--- config.mk ---
export PLATFORM = sky130hd
export DESIGN_NAME = reg8_scan_src
export DESIGN_NICKNAME = d
export VERILOG_FILES = /design/src/rtl/reg8_scan_src.sv
export SDC_FILE = /design/constraint.sdc
export NUM_CORES = 1
export LEC_CHECK = 0
export ABC_CLOCK_PERIOD_IN_PS = 2330
export CORE_ASPECT_RATIO = 1.75
export CORE_MARGIN = 2
export CORE_UTILIZATION = 40
export DETAILED_ROUTE_END_ITERATION = 12
export DONT_BUFFER_PORTS = 1
export GPL_TIMING_DRIVEN = 0
export HOLD_SLACK_MARGIN = 0.03
export PLACE_DENSITY = 0.59
export SLEW_MARGIN = 20
export SYNTH_ARGS = -nofsm -noshare
export SYNTH_HDL_FRONTEND = slang
export SYNTH_SLANG_ARGS = --single-unit
--- constraint.sdc ---
create_clock -name clk -period 2.33 [get_ports clk]
set_clock_uncertainty 0.1 [all_clocks]
set_input_delay 0 -clock clk [delete_from_list [all_inputs] [get_ports clk]]
set_output_delay 0 -clock clk [all_outputs]
set_load 0.05 [all_outputs]
--- src/rtl/reg8_scan_src.sv ---
// Register bank plus handshaked scan sequencer feeding the 8:1 word mux select.
// Optional build macro SCAN_SKIP_ZERO_EN: the scan only presents indices whose register is nonzero.
module reg8_scan_src #(
  parameter int WIDTH = 16,
  parameter int SEL_W = 3,
  localparam int NREG = 1 << SEL_W
) (
  input  logic                    clk,
  input  logic                    rst_n,
  input  logic                    wr_en,
  input  logic [SEL_W-1:0]        wr_addr,
  input  logic [WIDTH-1:0]        wr_data,
  input  logic                    start,
  input  logic                    cont,
  input  logic                    stop,
  output logic [NREG*WIDTH-1:0]   r_flat,
  output logic [SEL_W-1:0]        sel,
  output logic                    sel_valid,
  input  logic                    sel_ready,
  output logic                    busy,
  output logic                    done
);

  typedef enum logic {IDLE, SCAN} state_t;

  localparam logic [SEL_W-1:0] LAST = SEL_W'(NREG - 1);

  logic [WIDTH-1:0] bank_q [NREG];
  state_t           state_q, state_d;
  logic [SEL_W-1:0] sel_q, sel_d;
  logic             vld_q, vld_d;
  logic             cont_q, cont_d;
  logic             stop_q, stop_d;
  logic             done_q, done_d;
  logic             accept;
  logic             fin;

  always_ff @(posedge clk or negedge rst_n) begin
    if (!rst_n) begin
      for (int i = 0; i < NREG; i++) bank_q[i] <= '0;
    end else if (wr_en) begin
      bank_q[wr_addr] <= wr_data;
    end
  end

  for (genvar g = 0; g < NREG; g++) begin : g_flat
    assign r_flat[g*WIDTH +: WIDTH] = bank_q[g];
  end

`ifdef SCAN_SKIP_ZERO_EN
  typedef struct packed {
    logic             found;
    logic [SEL_W-1:0] idx;
  } hit_t;

  // First nonzero index at or after 'from'; without wrap the search stops at NREG-1.
  function automatic hit_t find_nz(input logic [NREG*WIDTH-1:0] b,
                                   input logic [SEL_W-1:0] from,
                                   input logic wrap);
    hit_t h;
    int   s;
    h = '0;
    for (int k = 0; k < NREG; k++) begin
      s = int'(from) + k;
      if (!h.found && (wrap || s < NREG) && b[(s % NREG)*WIDTH +: WIDTH] != '0) begin
        h.found = 1'b1;
        h.idx   = SEL_W'(s % NREG);
      end
    end
    return h;
  endfunction

  hit_t hit;
`endif

  assign accept = vld_q & sel_ready;

  always_comb begin
    state_d = state_q;
    sel_d   = sel_q;
    vld_d   = vld_q;
    cont_d  = cont_q;
    stop_d  = stop_q;
    done_d  = 1'b0;
    fin     = 1'b0;
`ifdef SCAN_SKIP_ZERO_EN
    hit     = '0;
`endif
    unique case (state_q)
      IDLE: begin
        vld_d  = 1'b0;
        stop_d = 1'b0;
        if (start) begin
          cont_d = cont;
          sel_d  = '0;
`ifdef SCAN_SKIP_ZERO_EN
          hit = find_nz(r_flat, '0, 1'b0);
          if (hit.found) begin
            sel_d   = hit.idx;
            vld_d   = 1'b1;
            state_d = SCAN;
          end else if (cont) begin
            state_d = SCAN;
          end else begin
            done_d = 1'b1;
          end
`else
          vld_d   = 1'b1;
          state_d = SCAN;
`endif
        end
      end
      SCAN: begin
        if (stop) stop_d = 1'b1;
        if (accept) begin
          // A stop seen on the accepting edge still lets that beat count.
          if (stop_q || stop) begin
            fin = 1'b1;
          end else if (sel_q == LAST && !cont_q) begin
            fin = 1'b1;
          end else begin
`ifdef SCAN_SKIP_ZERO_EN
            hit = find_nz(r_flat, sel_q + SEL_W'(1), cont_q);
            if (hit.found) begin
              sel_d = hit.idx;
            end else if (cont_q) begin
              sel_d = '0;
              vld_d = 1'b0;
            end else begin
              fin = 1'b1;
            end
`else
            sel_d = sel_q + SEL_W'(1);
`endif
          end
        end
`ifdef SCAN_SKIP_ZERO_EN
        else if (!vld_q) begin
          // Continuous scan over an all-zero bank: idle in SCAN until a word appears or stop.
          if (stop_q || stop) begin
            fin = 1'b1;
          end else begin
            hit = find_nz(r_flat, sel_q, 1'b1);
            if (hit.found) begin
              sel_d = hit.idx;
              vld_d = 1'b1;
            end
          end
        end
`endif
      end
      default: state_d = IDLE;
    endcase
    if (fin) begin
      state_d = IDLE;
      sel_d   = '0;
      vld_d   = 1'b0;
      stop_d  = 1'b0;
      done_d  = 1'b1;
    end
  end

  always_ff @(posedge clk or negedge rst_n) begin
    if (!rst_n) begin
      state_q <= IDLE;
      sel_q   <= '0;
      vld_q   <= 1'b0;
      cont_q  <= 1'b0;
      stop_q  <= 1'b0;
      done_q  <= 1'b0;
    end else begin
      state_q <= state_d;
      sel_q   <= sel_d;
      vld_q   <= vld_d;
      cont_q  <= cont_d;
      stop_q  <= stop_d;
      done_q  <= done_d;
    end
  end

  assign sel       = sel_q;
  assign sel_valid = vld_q;
  assign busy      = (state_q == SCAN);
  assign done      = done_q;

endmodule

Yosys cells after proc, flatten, opt, wreduce, memory -nomap -nowiden
Index checks and enable logic that the tools add are counted.
Operators by class
  eq/ne operators: 7
  $lt $le $gt $ge: 2
  add/sub/neg operators: 1
  reductions and logical operators: 6
  multiplexer cells: 22
  bitwise gates (word level): 3
Operators with widths (count)
  $bwmux 128: 1
  $demux 16 s3: 1
  $mux 16: 1
  $mux 3: 5
  $mux 1: 12
  $ne 3x3->1 const B: 3
  $pmux 3 s2: 1
  $ge 4x4->1 const B: 1
  $lt 4x1->1 const B: 1
  $not 3->4: 1
  $reduce_and 4->1: 1
  $add 3x1->3 const B: 1
  $eq 3x3->1 const B: 1
  $ne 3x1->1 const B: 1
  $ne 3x2->1 const B: 1
  $logic_and 1x1->1: 2
  $ne 2x1->1 const B: 1
  $pmux 1 s2: 1
  $reduce_and 2->1: 1
  $and 1x1->1: 1
  $logic_not 1->1: 1
  $logic_or 1x1->1: 1
  $not 1->1: 1
Storage, ports and cells
  word-level logic and storage cells: 55
  bits of input ports: 26
  bits in registers: 136

Depth between registers and ports, before layout
Gate-level depths: netlist of run 1.
  depth after elaboration: 8
  mapped depth: 5
  mapped depth without buffers: 5

Worst setup path after synthesis of run 1
Ideal clock, no wire load.
  path type: register -> register
  start: register sel_q[0] (netlist: sel[0])
  end: register vld_q (netlist: sel_valid)
  stages on the path, launching flop included: 6
  period minus slack after synthesis: 1.703 ns
  path buffers: 0
  path slack: 0.627 ns
  arrival time: 1.462 ns
  setup time: 0.141 ns
  path through: dfrtp_1 -> ha_1 -> ha_1 -> inv_1 -> o21ai_0 -> a31oi_1
On the way
  cells in the longest elaborated chain, start to end: 7
  elaborated cells on any way between the ends: 8
  those cells by class: eq/ne (2); mux (5); reduce/logical (1)
RTL lines
  from (decl): RTL line 30  | logic [SEL_W-1:0] sel_q, sel_d;
  from (signal assigned): RTL line 173  | sel_q <= sel_d;
  $eq 3x3->1 *: RTL line 119  | end else if (sel_q == LAST && !cont_q) begin
  $logic_and 1x1->1 *: RTL line 119
  $mux 1 *: RTL line 119
  $mux 1 *: RTL line 117  | if (stop_q || stop) begin
  $mux 1 *: RTL line 115  | if (accept) begin
  $mux 1 *: RTL line 89  | unique case (state_q)
  $ne 2x1->1 (no line) or $mux 1 (tied branches)
  to (signal assigned): RTL line 174  | vld_q <= vld_d;
  to (decl): RTL line 31  | logic vld_q, vld_d;
Every way passes the cells marked *; elsewhere a longest branch is shown, timed or not.
A chain may end at the register's enable or synchronous reset.

Worst setup path in the final report of run 1
  start: register vld_q (netlist: sel_valid)
  end: register state_q (netlist: busy)
On the way
  cells in the longest elaborated chain, start to end: 4
RTL lines
  $and 1x1->1: RTL line 76  | assign accept = vld_q & sel_ready;
  $mux 1: RTL line 115
  $mux 1: RTL line 89
  $mux 1: RTL line 154  | if (fin) begin
  net state_d: RTL line 29  | state_t state_q, state_d;
  to (signal assigned): RTL line 172  | state_q <= state_d;
  to (decl): RTL line 29
The timed path passes the listed nets, and every way through them passes these cells.

==> flow_metrics.env, run 1 <==
export IMPL_max_cap_viol_count=0
export IMPL_clk_latency_ps=410
export IMPL_syn_mean_instance_area_um2=16.9
export IMPL_holdBufCountCts=24
export IMPL_grt_pass1_wl_mm=18.0
export IMPL_cp_start_kind="flop"
export IMPL_via_per_inst=5.18
export IMPL_wl_mm=11.4
export IMPL_synthCells=310
export IMPL_p_per_area_mw_per_mm2=1330
export IMPL_clk_pin_slew_ps=60
export IMPL_cp_end_kind="flop"
export IMPL_crit_family="flip-flops"
export IMPL_final_cell_area_mm2=0.00631
export IMPL_drt_iter0_drc=64
export IMPL_min_period_ps=2100
export IMPL_yosys_top_cells_count="dfrtp_1, mux2_2, buf_2, buf_4, nand3_1"
export IMPL_path_cells="nand3_1, o22a_1, dlygate4sd3_1"
export IMPL_rsz0062_at_grt="false"
export IMPL_power_leakage_nw=2.73
export IMPL_cp_depth=3
export IMPL_synth_async_reset_ratio_pct=100
export IMPL_synth_top_area_share_pct=65.0
export IMPL_ir_worst_vdd_mv=0.524
export IMPL_route_detailed_drc=0
export IMPL_ys_types=24
export IMPL_fill_cells=1113
export IMPL_synthesis_area_mm2=0.00523
export IMPL_yosysMostFrequentCell="dfrtp_1"
export IMPL_path_class="flop to flop"
export IMPL_power_internal_mw=4.96
export IMPL_synth_edf_count=0
export IMPL_die_area_mm2=0.0140
export IMPL_multi_input_area_mm2=0.00172
export IMPL_overflow=0
export IMPL_area_growth_pct=20.5
export IMPL_final_nets=381
export IMPL_pwr_share_clk_pct=33.3
export IMPL_place_area_mm2=0.00545
export IMPL_htree_levels=4
export IMPL_cts_buffer_depth=2
export IMPL_final_cells=537
export IMPL_pwr_share_comb_pct=7.2
export IMPL_cp_max_fo=8
export IMPL_cts_buffers=17
export IMPL_rows=55
export IMPL_antenna_cells=0
export IMPL_status="finished, violations left"
export IMPL_yosysTopAreaCell="dfrtp_1"
export IMPL_dpl_cell_count=481
export IMPL_grt_max_degree=137
export IMPL_ff2ff_path_depth=3
export IMPL_slew_headroom_pct=52.1
export IMPL_hold_violations=136
export IMPL_dr_pass1_iters=3
export IMPL_tightest_slew_ps=715
export IMPL_switching_power_mw=3.43
export IMPL_seqPwrFrac_pct=59.5
export IMPL_cts_tree="done"
export IMPL_ant_nets=0
export IMPL_numPortBuffers=0
export IMPL_seq_area_mm2=0.00341
export IMPL_place_congestion=0.723
export IMPL_timing_hold_ws_ps=-822
export IMPL_grt_pass1_vias=3007
export IMPL_dpl_hpwl_mm=7.84
export IMPL_violations="negative hold slack"
export IMPL_synth_seq_area_share_pct=65.0
export IMPL_pin_count=160
export IMPL_drive_above_1_share_pct=50.0
export IMPL_fmax_ghz=0.477
export IMPL_die_h_um=155
export IMPL_chipWidth_um=90.5
export IMPL_cp_slowest_cell="dfrtp_1"
export IMPL_ys_ff_latch=136
export IMPL_setup_violations=0
export IMPL_initial_core_util_pct=40.7
export IMPL_wl_per_cell_um=21.3
export IMPL_yosysWarnings=0
export IMPL_arrival_ps=2290
export IMPL_final_max_slew_violation_count=0
export IMPL_syn_num_nets=338
export IMPL_min_delay_path_class="input port to async pin"
export IMPL_required_ps=2520
export IMPL_post_cts_buffers=0
export IMPL_setup_tns_final_ps=0
export IMPL_ys_top_cells_by_area="dfrtp_1, mux2_2, nand4b_2"
export IMPL_num_vias=2779
export IMPL_root_buffer="clkbuf_16"
export IMPL_swShare_pct=40.9
export IMPL_crit_buf_inv=1
export IMPL_track_usage_pct=16.9
export IMPL_clock_sinks=136
export IMPL_fin_crit_sh_pct=90.0
export IMPL_slowest_delay_ps=690
export IMPL_synthFlopType="dfrtp_1"
export IMPL_core_area_mm2=0.0129
export IMPL_antenna_found_initial=0
sequential cells by signal (all words and copies together) (netlist names):
register / cells
busy: 1
stop_q: 1
r_flat: 128
sel: 3
done: 1
sel_valid: 1
cont_q: 1
per-layer routing:
layer	vias up	share of wire (%)	GRT usage [%]
met3	17	7.0	6.20
met5	-	0	0
met2	113	54	29.5
met4	0	1.8	6.89
met1	1450	37	18.6
li1	1199	-	-
metrics by stage:
stage          power (mW)  worst slack, ps  utilization, %
3_5_place_dp         5.62              405            42.3
4_1_cts              8.50             78.9            49.0
5_1_grt              8.71              114            49.0
3_3_place_gp         5.57              462            42.3
6_report             8.40              233            49.0
2_1_floorplan        5.40              627               -
worst paths after layout:
path	slack, ps	startpoint	endpoint
worst max-delay path	230	sel_valid	busy
worst min-delay path	-820	rst_n	r_flat[24]
worst max register to register	230	sel_valid	busy
worst min register to register	410	stop_q	stop_q
max in group asynchronous	2760	rst_n	r_flat[116]
min in group clk	60	wr_en	r_flat[111]
kinds of logic (layout without fill, tap and decap cells):
| kind of cell | after synthesis | count (layout) | share of synthesized area, % |
|---|---|---|---|
| flops | 136 | 136 | 65.0 |
| fa+ha+maj | 2 | 2 | 0.478 |
| simple gates | 20 | 20 | 3.52 |
| compound gates | 8 | 8 | 1.10 |
| mux | 129 | 129 | 27.8 |
| buf+inv | 15 | 71 | 2.10 |
layout make-up:
class,instances,area share [%]
clock buffers,18,6.80
well taps,171,3.39
repair buffers,24,3.81
inverters,3,0.179
multi-input cells,159,27.3
flip-flops and latches,136,54.0
clock inverters,14,3.00
plain buffers,12,1.57
what timing repair did:
action | CTS | global route
setup endpoints to repair | 0 | 1
gates resized for setup | 0 | 2
endpoints found under the hold margin | 272 | 136
layout by cell type (no fill, tap or decap), types with 4 or more instances in the layout:
cell and n:
inv_6 5, buf_4 4, mux2_2 129, buf_2 4, dfrtp_1 134, nand3_1 4
dlygate4sd3_1 24, clkbuf_16 17
power by group through the flow:
stage	registers [mW]	clock network (mW)	logic, mW
after floorplan	4.91	0	0.494
after global placement	5.04	0	0.525
after detailed placement	5.06	0	0.558
after CTS	5.01	2.86	0.620
after global routing	5.06	2.98	0.664
final	5.00	2.79	0.607
Power figures use the tool's default switching activity.
==> run 2: changes to the inputs <==
- ABC_AREA: not set -> 1
- BUFFER_PORTS_ARGS: not set -> -buffer_cell sky130_fd_sc_hd__buf_2
- DONT_BUFFER_PORTS: 1 -> not set
- HOLD_SLACK_MARGIN: 0.03 -> 0.05
- PLACE_DENSITY: 0.59 -> 0.7
==> flow_metrics.env, run 2 <==
export IMPL_core_area_mm2=0.0121
export IMPL_wl_mm=15.9
export IMPL_grt_max_degree=88
export IMPL_ant_nets=0
export IMPL_clk_latency_ps=410
export IMPL_path_class="flop to flop"
export IMPL_die_area_mm2=0.0134
export IMPL_slowest_delay_ps=570
export IMPL_yosys_top_cells_count="nand2_1, dfrtp_1, o21ai_0"
export IMPL_dr_max_layer_used="met4"
export IMPL_slew_headroom_pct=66.1
export IMPL_grt_pass1_vias=4462
export IMPL_synth_edf_count=0
export IMPL_synth_async_reset_ratio_pct=100
export IMPL_max_cap_viol_count=0
export IMPL_initial_core_util_pct=41.2
export IMPL_die_h_um=151
export IMPL_htree_levels=4
export IMPL_wl_met1_mm=5.83
export IMPL_overflow=0
export IMPL_cp_max_fo=7
export IMPL_chipWidth_um=88.3
export IMPL_wl_met3_um=829
export IMPL_arrival_ps=2470
export IMPL_fmax_ghz=0.438
export IMPL_cp_end_kind="flop"
export IMPL_synth_top_area_share_pct=68.5
export IMPL_antenna_found_initial=0
export IMPL_num_vias=4374
export IMPL_synth_seq_area_share_pct=68.5
export IMPL_yosysMostFrequentCell="nand2_1"
export IMPL_crit_start="busy"
export IMPL_hold_path_depth=2
export IMPL_layout_common_cells="buf_2, nand2_1, dfrtp_1, o21ai_0, o21ai_1"
export IMPL_final_cell_area_mm2=0.00703
export IMPL_cp_start_kind="flop"
export IMPL_yosysWarnings=0
export IMPL_yosysTopAreaCell="dfrtp_1"
export IMPL_numPortBuffers=159
export IMPL_route_detailed_drc=0
export IMPL_wl_per_cell_um=18.0
export IMPL_met2RoutedLength_mm=8.60
export IMPL_track_usage_pct=24.8
export IMPL_rows=53
export IMPL_largest_reg_flops=128
export IMPL_place_congestion=0.790
export IMPL_synthFlopType="dfrtp_1"
export IMPL_ys_ff_latch=136
export IMPL_ff2ff_setup_slack_ps=50
export IMPL_path_cells="inv_1, nand2_1, nor2_1, dlygate4sd3_1, a21oi_1, dlygate4sd3_1"
export IMPL_final_max_slew_violation_count=0
export IMPL_crit_top_cell="dlygate4sd3_1"
export IMPL_synthesis_area_mm2=0.00497
export IMPL_cts_buffer_depth=2
export IMPL_min_period_ps=2280
export IMPL_multi_input_area_mm2=0.00133
export IMPL_crit_buf_inv=3
export IMPL_synthCells=488
export IMPL_layout_commonest_cell="buf_2"
export IMPL_crit_family="buffers and inverters"
export IMPL_rsz0062_at_grt="false"
export IMPL_ff2ff_path_depth=6
export IMPL_drive_above_1_share_pct=30.5
export IMPL_drt_iter0_drc=297
export IMPL_cts_buffers=17
export IMPL_dpl_hpwl_mm=10.8
export IMPL_seq_area_mm2=0.00340
export IMPL_clock_sinks=136
export IMPL_fill_cells=1092
export IMPL_p_per_area_mw_per_mm2=1290
export IMPL_min_delay_path_class="flop to flop"
export IMPL_place_area_mm2=0.00601
export IMPL_syn_mean_instance_area_um2=10.2
export IMPL_area_growth_pct=41.5
export IMPL_ir_worst_vdd_mv=0.737
export IMPL_pin_count=160
export IMPL_final_nets=730
export IMPL_setup_violations=0
export IMPL_r2r_end="cont_q"
export IMPL_hold_violations=0
export IMPL_cp_slowest_cell="dlygate4sd3_1"
export IMPL_clk_pin_slew_ps=60
export IMPL_grt_pass1_wl_mm=24.2
export IMPL_root_buffer="clkbuf_16"
export IMPL_fin_crit_sh_pct=98.0
export IMPL_cp_depth=6
export IMPL_cts_tree="done"
export IMPL_antenna_cells=0
export IMPL_via_per_inst=4.97
export IMPL_crit_end="cont_q"
export IMPL_status="finished clean"
export IMPL_dpl_cell_count=813
export IMPL_power_leakage_nw=3.71
export IMPL_ys_types=15
export IMPL_dr_pass1_iters=5
export IMPL_tightest_slew_ps=508
export IMPL_required_ps=2520
export IMPL_post_cts_buffers=0
export IMPL_reg2reg_from="busy"
export IMPL_syn_num_nets=516
export IMPL_final_cells=880
export IMPL_ys_top_cells_by_area="dfrtp_1, nand2_1, o21ai_0"
export IMPL_min_from="r_flat[99]"
==> run 2: routing by layer <==
| metal | vias up | track usage, % |
|---|---|---|
| met5 | - | 0 |
| met1 | 2151 | 28.0 |
| met3 | 30 | 6.23 |
| met2 | 171 | 43.6 |
| li1 | 2022 | - |
| met4 | 0 | 11.0 |
==> run 2: logic make-up (layout without fill, tap and decap cells) <==
family	count (synthesis)	count (layout)	share of synthesized area, %
simple gates	170	170	13.2
flops	136	136	68.5
compound gates	129	129	13.0
buf+inv	51	278	4.86
fa+ha+maj	2	2	0.503
==> run 2: report_power, final <==
| group | switching, mW | internal, mW |
|---|---|---|
| Combinational | 2.35 | 0.657 |
| Sequential | 0.303 | 2.84 |
| Clock | 0.973 | 1.94 |
| Total | 3.63 | 5.44 |
==> run 2: worst min path at each step <==
| stage | to | slack [ps] |
|---|---|---|
| final | r_flat[99] | 380 |
| after global routing | sel_valid | 390 |
| after CTS | sel_valid | 310 |
| after detailed placement | r_flat[116] | -130 |
| after global placement | stop_q | 150 |
| after floorplan | busy | -400 |
==> run 2: timing repair <==
| action | 4_1_cts | 5_1_grt |
|---|---|---|
| resized for setup | 0 | 1 |
| setup endpoints to repair | 0 | 1 |
| hold buffers | 35 | 0 |
| hold endpoints to repair | 269 | 0 |
==> run 2: layout make-up <==
class	instances	share of cell area (%)
plain buffers	24	1.99
clock buffers	22	7.03
clock inverters	10	2.33
inverters	27	1.44
multi-input cells	301	18.9
flip-flops and latches	136	48.4
well taps	165	2.93
repair buffers	195	17.0
==> run 2: worst min-delay path, cell delays in order, from the launching register on <==
cell     delay (ps)
dfrtp_1         340
nand2_1          50
o21ai_0          60
==> run 2: metrics by stage <==
stage          TNS (ps)  hold slack (ps)  setup WS [ps]  util, %  total power [mW]
2_1_floorplan         0             -396            803        -              5.24
3_3_place_gp     -62870              150           -474     49.5              5.99
3_5_place_dp          0             -130            893     49.8              6.07
4_1_cts               0              313            158     58.3              9.08
5_1_grt               0              386           30.8     58.3              9.43
6_report              0              379           46.5     58.3              9.06
==> run 3: changes to the inputs <==
--- a/config.mk
+++ b/config.mk
@@ -9,5 +9,6 @@
 export ABC_CLOCK_PERIOD_IN_PS = 2330
 export BUFFER_PORTS_ARGS = -buffer_cell sky130_fd_sc_hd__buf_2
-export CORE_ASPECT_RATIO = 1.75
+export CAP_MARGIN = 20
+export CORE_ASPECT_RATIO = 2
 export CORE_MARGIN = 2
 export CORE_UTILIZATION = 40
--- a/constraint.sdc
+++ b/constraint.sdc
@@ -3,3 +3,3 @@
 set_input_delay 0 -clock clk [delete_from_list [all_inputs] [get_ports clk]]
 set_output_delay 0 -clock clk [all_outputs]
-set_load 0.05 [all_outputs]
+set_load 0.01 [all_outputs]
==> flow_metrics.env, run 3 (synthesis results as in run 2) <==
export IMPL_status="finished clean"
export IMPL_p_per_area_mw_per_mm2=1050
export IMPL_final_nets=731
export IMPL_grt_pass1_wl_mm=25.1
export IMPL_r2r_end="cont_q"
export IMPL_clk_latency_ps=410
export IMPL_cts_buffer_depth=2
export IMPL_arrival_ps=2400
export IMPL_fill_cells=1076
export IMPL_clk_pin_slew_ps=50
export IMPL_dpl_hpwl_mm=11.0
export IMPL_cp_max_fo=7
export IMPL_tightest_slew_ps=528
export IMPL_track_usage_pct=24.8
export IMPL_layout_commonest_cell="buf_2"
export IMPL_fmax_ghz=0.453
export IMPL_num_vias=4482
export IMPL_crit_top_cell="dlygate4sd3_1"
export IMPL_cp_end_kind="flop"
export IMPL_cts_tree="done"
export IMPL_power_leakage_nw=3.65
export IMPL_layout_common_cells="buf_2, nand2_1, dfrtp_1, o21ai_0, o21ai_1"
export IMPL_area_growth_pct=38.9
export IMPL_path_cells="inv_1, nand2_1, nor2_1, dlygate4sd3_1, a21oi_1, dlygate4sd3_1"
export IMPL_root_buffer="clkbuf_16"
export IMPL_post_cts_buffers=0
export IMPL_ant_nets=0
export IMPL_place_area_mm2=0.00598
export IMPL_die_area_mm2=0.0134
export IMPL_path_class="flop to flop"
export IMPL_ff2ff_path_depth=6
export IMPL_min_delay_path_class="flop to flop"
export IMPL_required_ps=2520
export IMPL_slowest_delay_ps=560
export IMPL_ir_worst_vdd_mv=0.695
export IMPL_via_per_inst=5.21
export IMPL_htree_levels=4
export IMPL_largest_reg_flops=128
export IMPL_dr_pass1_iters=5
export IMPL_hold_violations=0
export IMPL_antenna_cells=0
export IMPL_slew_headroom_pct=64.7
export IMPL_min_period_ps=2210
export IMPL_wl_per_cell_um=18.8
export IMPL_rsz0062_at_grt="false"
export IMPL_ff2ff_setup_slack_ps=120
export IMPL_final_cell_area_mm2=0.00691
export IMPL_final_max_slew_violation_count=0
export IMPL_fin_crit_sh_pct=94.8
export IMPL_max_cap_viol_count=0
export IMPL_pin_count=160
export IMPL_initial_core_util_pct=41.0
export IMPL_drt_iter0_drc=275
export IMPL_grt_max_degree=76
export IMPL_setup_tns_final_ps=0
export IMPL_reg2reg_from="busy"
export IMPL_rows=57
export IMPL_clock_sinks=136
export IMPL_min_from="r_flat[17]"
export IMPL_chipWidth_um=82.8
export IMPL_crit_start="busy"
export IMPL_cp_slowest_cell="dlygate4sd3_1"
export IMPL_overflow=0
export IMPL_power_mw=7.25
export IMPL_numPortBuffers=159
export IMPL_setup_violations=0
export IMPL_cp_start_kind="flop"
export IMPL_place_congestion=0.803
export IMPL_core_area_mm2=0.0121
export IMPL_route_detailed_drc=0
export IMPL_crit_end="cont_q"
export IMPL_wl_mm=16.1
export IMPL_antenna_found_initial=0
export IMPL_drive_above_1_share_pct=29.9
export IMPL_cts_buffers=17
export IMPL_grt_pass1_vias=4541
export IMPL_die_h_um=162
[run 3: changes by cell type in the layout (fill, tap and decap cells not counted), moves of 2 or more]
| cell | before | now |
|---|---|---|
| bufinv_16 | 4 | 2 |
| clkbuf_8 | 5 | 2 |
| clkinv_2 | 2 | 4 |
| clkinv_4 | 2 | 0 |
| clkinvlp_4 | 1 | 3 |
| dlygate4sd3_1 | 34 | 36 |
[run 3: cell type report]
cell class              instances  area [um2]  share of cell area (%)
plain buffers                  24         140                    2.03
clock buffers                  20         457                    6.61
clock inverters                 9         103                    1.49
inverters                      27         101                    1.47
multi-input cells             301        1330                    19.2
flip-flops and latches        136        3400                    49.3
well taps                     147         184                    2.66
repair buffers                196        1190                    17.2
[run 3: worst min path at each step]
stage / slack (ps) / cells after the start / endpoint
finish: 380 / 2 / r_flat[17]
global route: 410 / 2 / r_flat[7]
CTS: 360 / 4 / busy
detailed placement: -90 / 1 / r_flat[126]
global placement: 150 / 3 / stop_q
floorplan: -400 / 0 / busy
[run 3: critical path, delay by kind of cell, from the launching register on]
family          cells  cell delay [ps]
compound gates      1               40
simple gates        2              270
flops               1              450
buf+inv             3             1230
[run 3: routing by layer]
metal / GRT usage, % / up-vias / share of wire [%]
met4: 12.4 / 0 / 3.9
met5: 0 / - / 0
met1: 26.2 / 2220 / 34
met3: 5.95 / 39 / 6.2
li1: - / 2010 / -
met2: 45.4 / 213 / 56
[run 3: repair_timing]
item                                    in CTS  in global routing
endpoints found under the setup margin       0                  1
resized for setup                            0                  1
hold buffers                                36                  0
endpoints found under the hold margin      252                  0
[run 3: where the power goes]
part / internal (mW) / leakage, nW / switching, mW / total [mW]
logic: 0.645 / 1.70 / 0.900 / 1.54
registers: 2.84 / 1.69 / 0.309 / 3.15
clock network: 1.60 / 0.269 / 0.953 / 2.56
[run 3: stage by stage]
stage / utilization [%] / hold slack [ps] / setup slack (ps) / instances
2_1_floorplan: - / -396 / 1040 / 488
3_3_place_gp: 49.1 / 151 / -458 / 794
3_5_place_dp: 49.4 / -93.8 / 927 / 795
4_1_cts: 56.9 / 358 / 155 / 860
5_1_grt: 57.0 / 405 / 2.82 / 860
6_report: 57.0 / 383 / 120 / 860
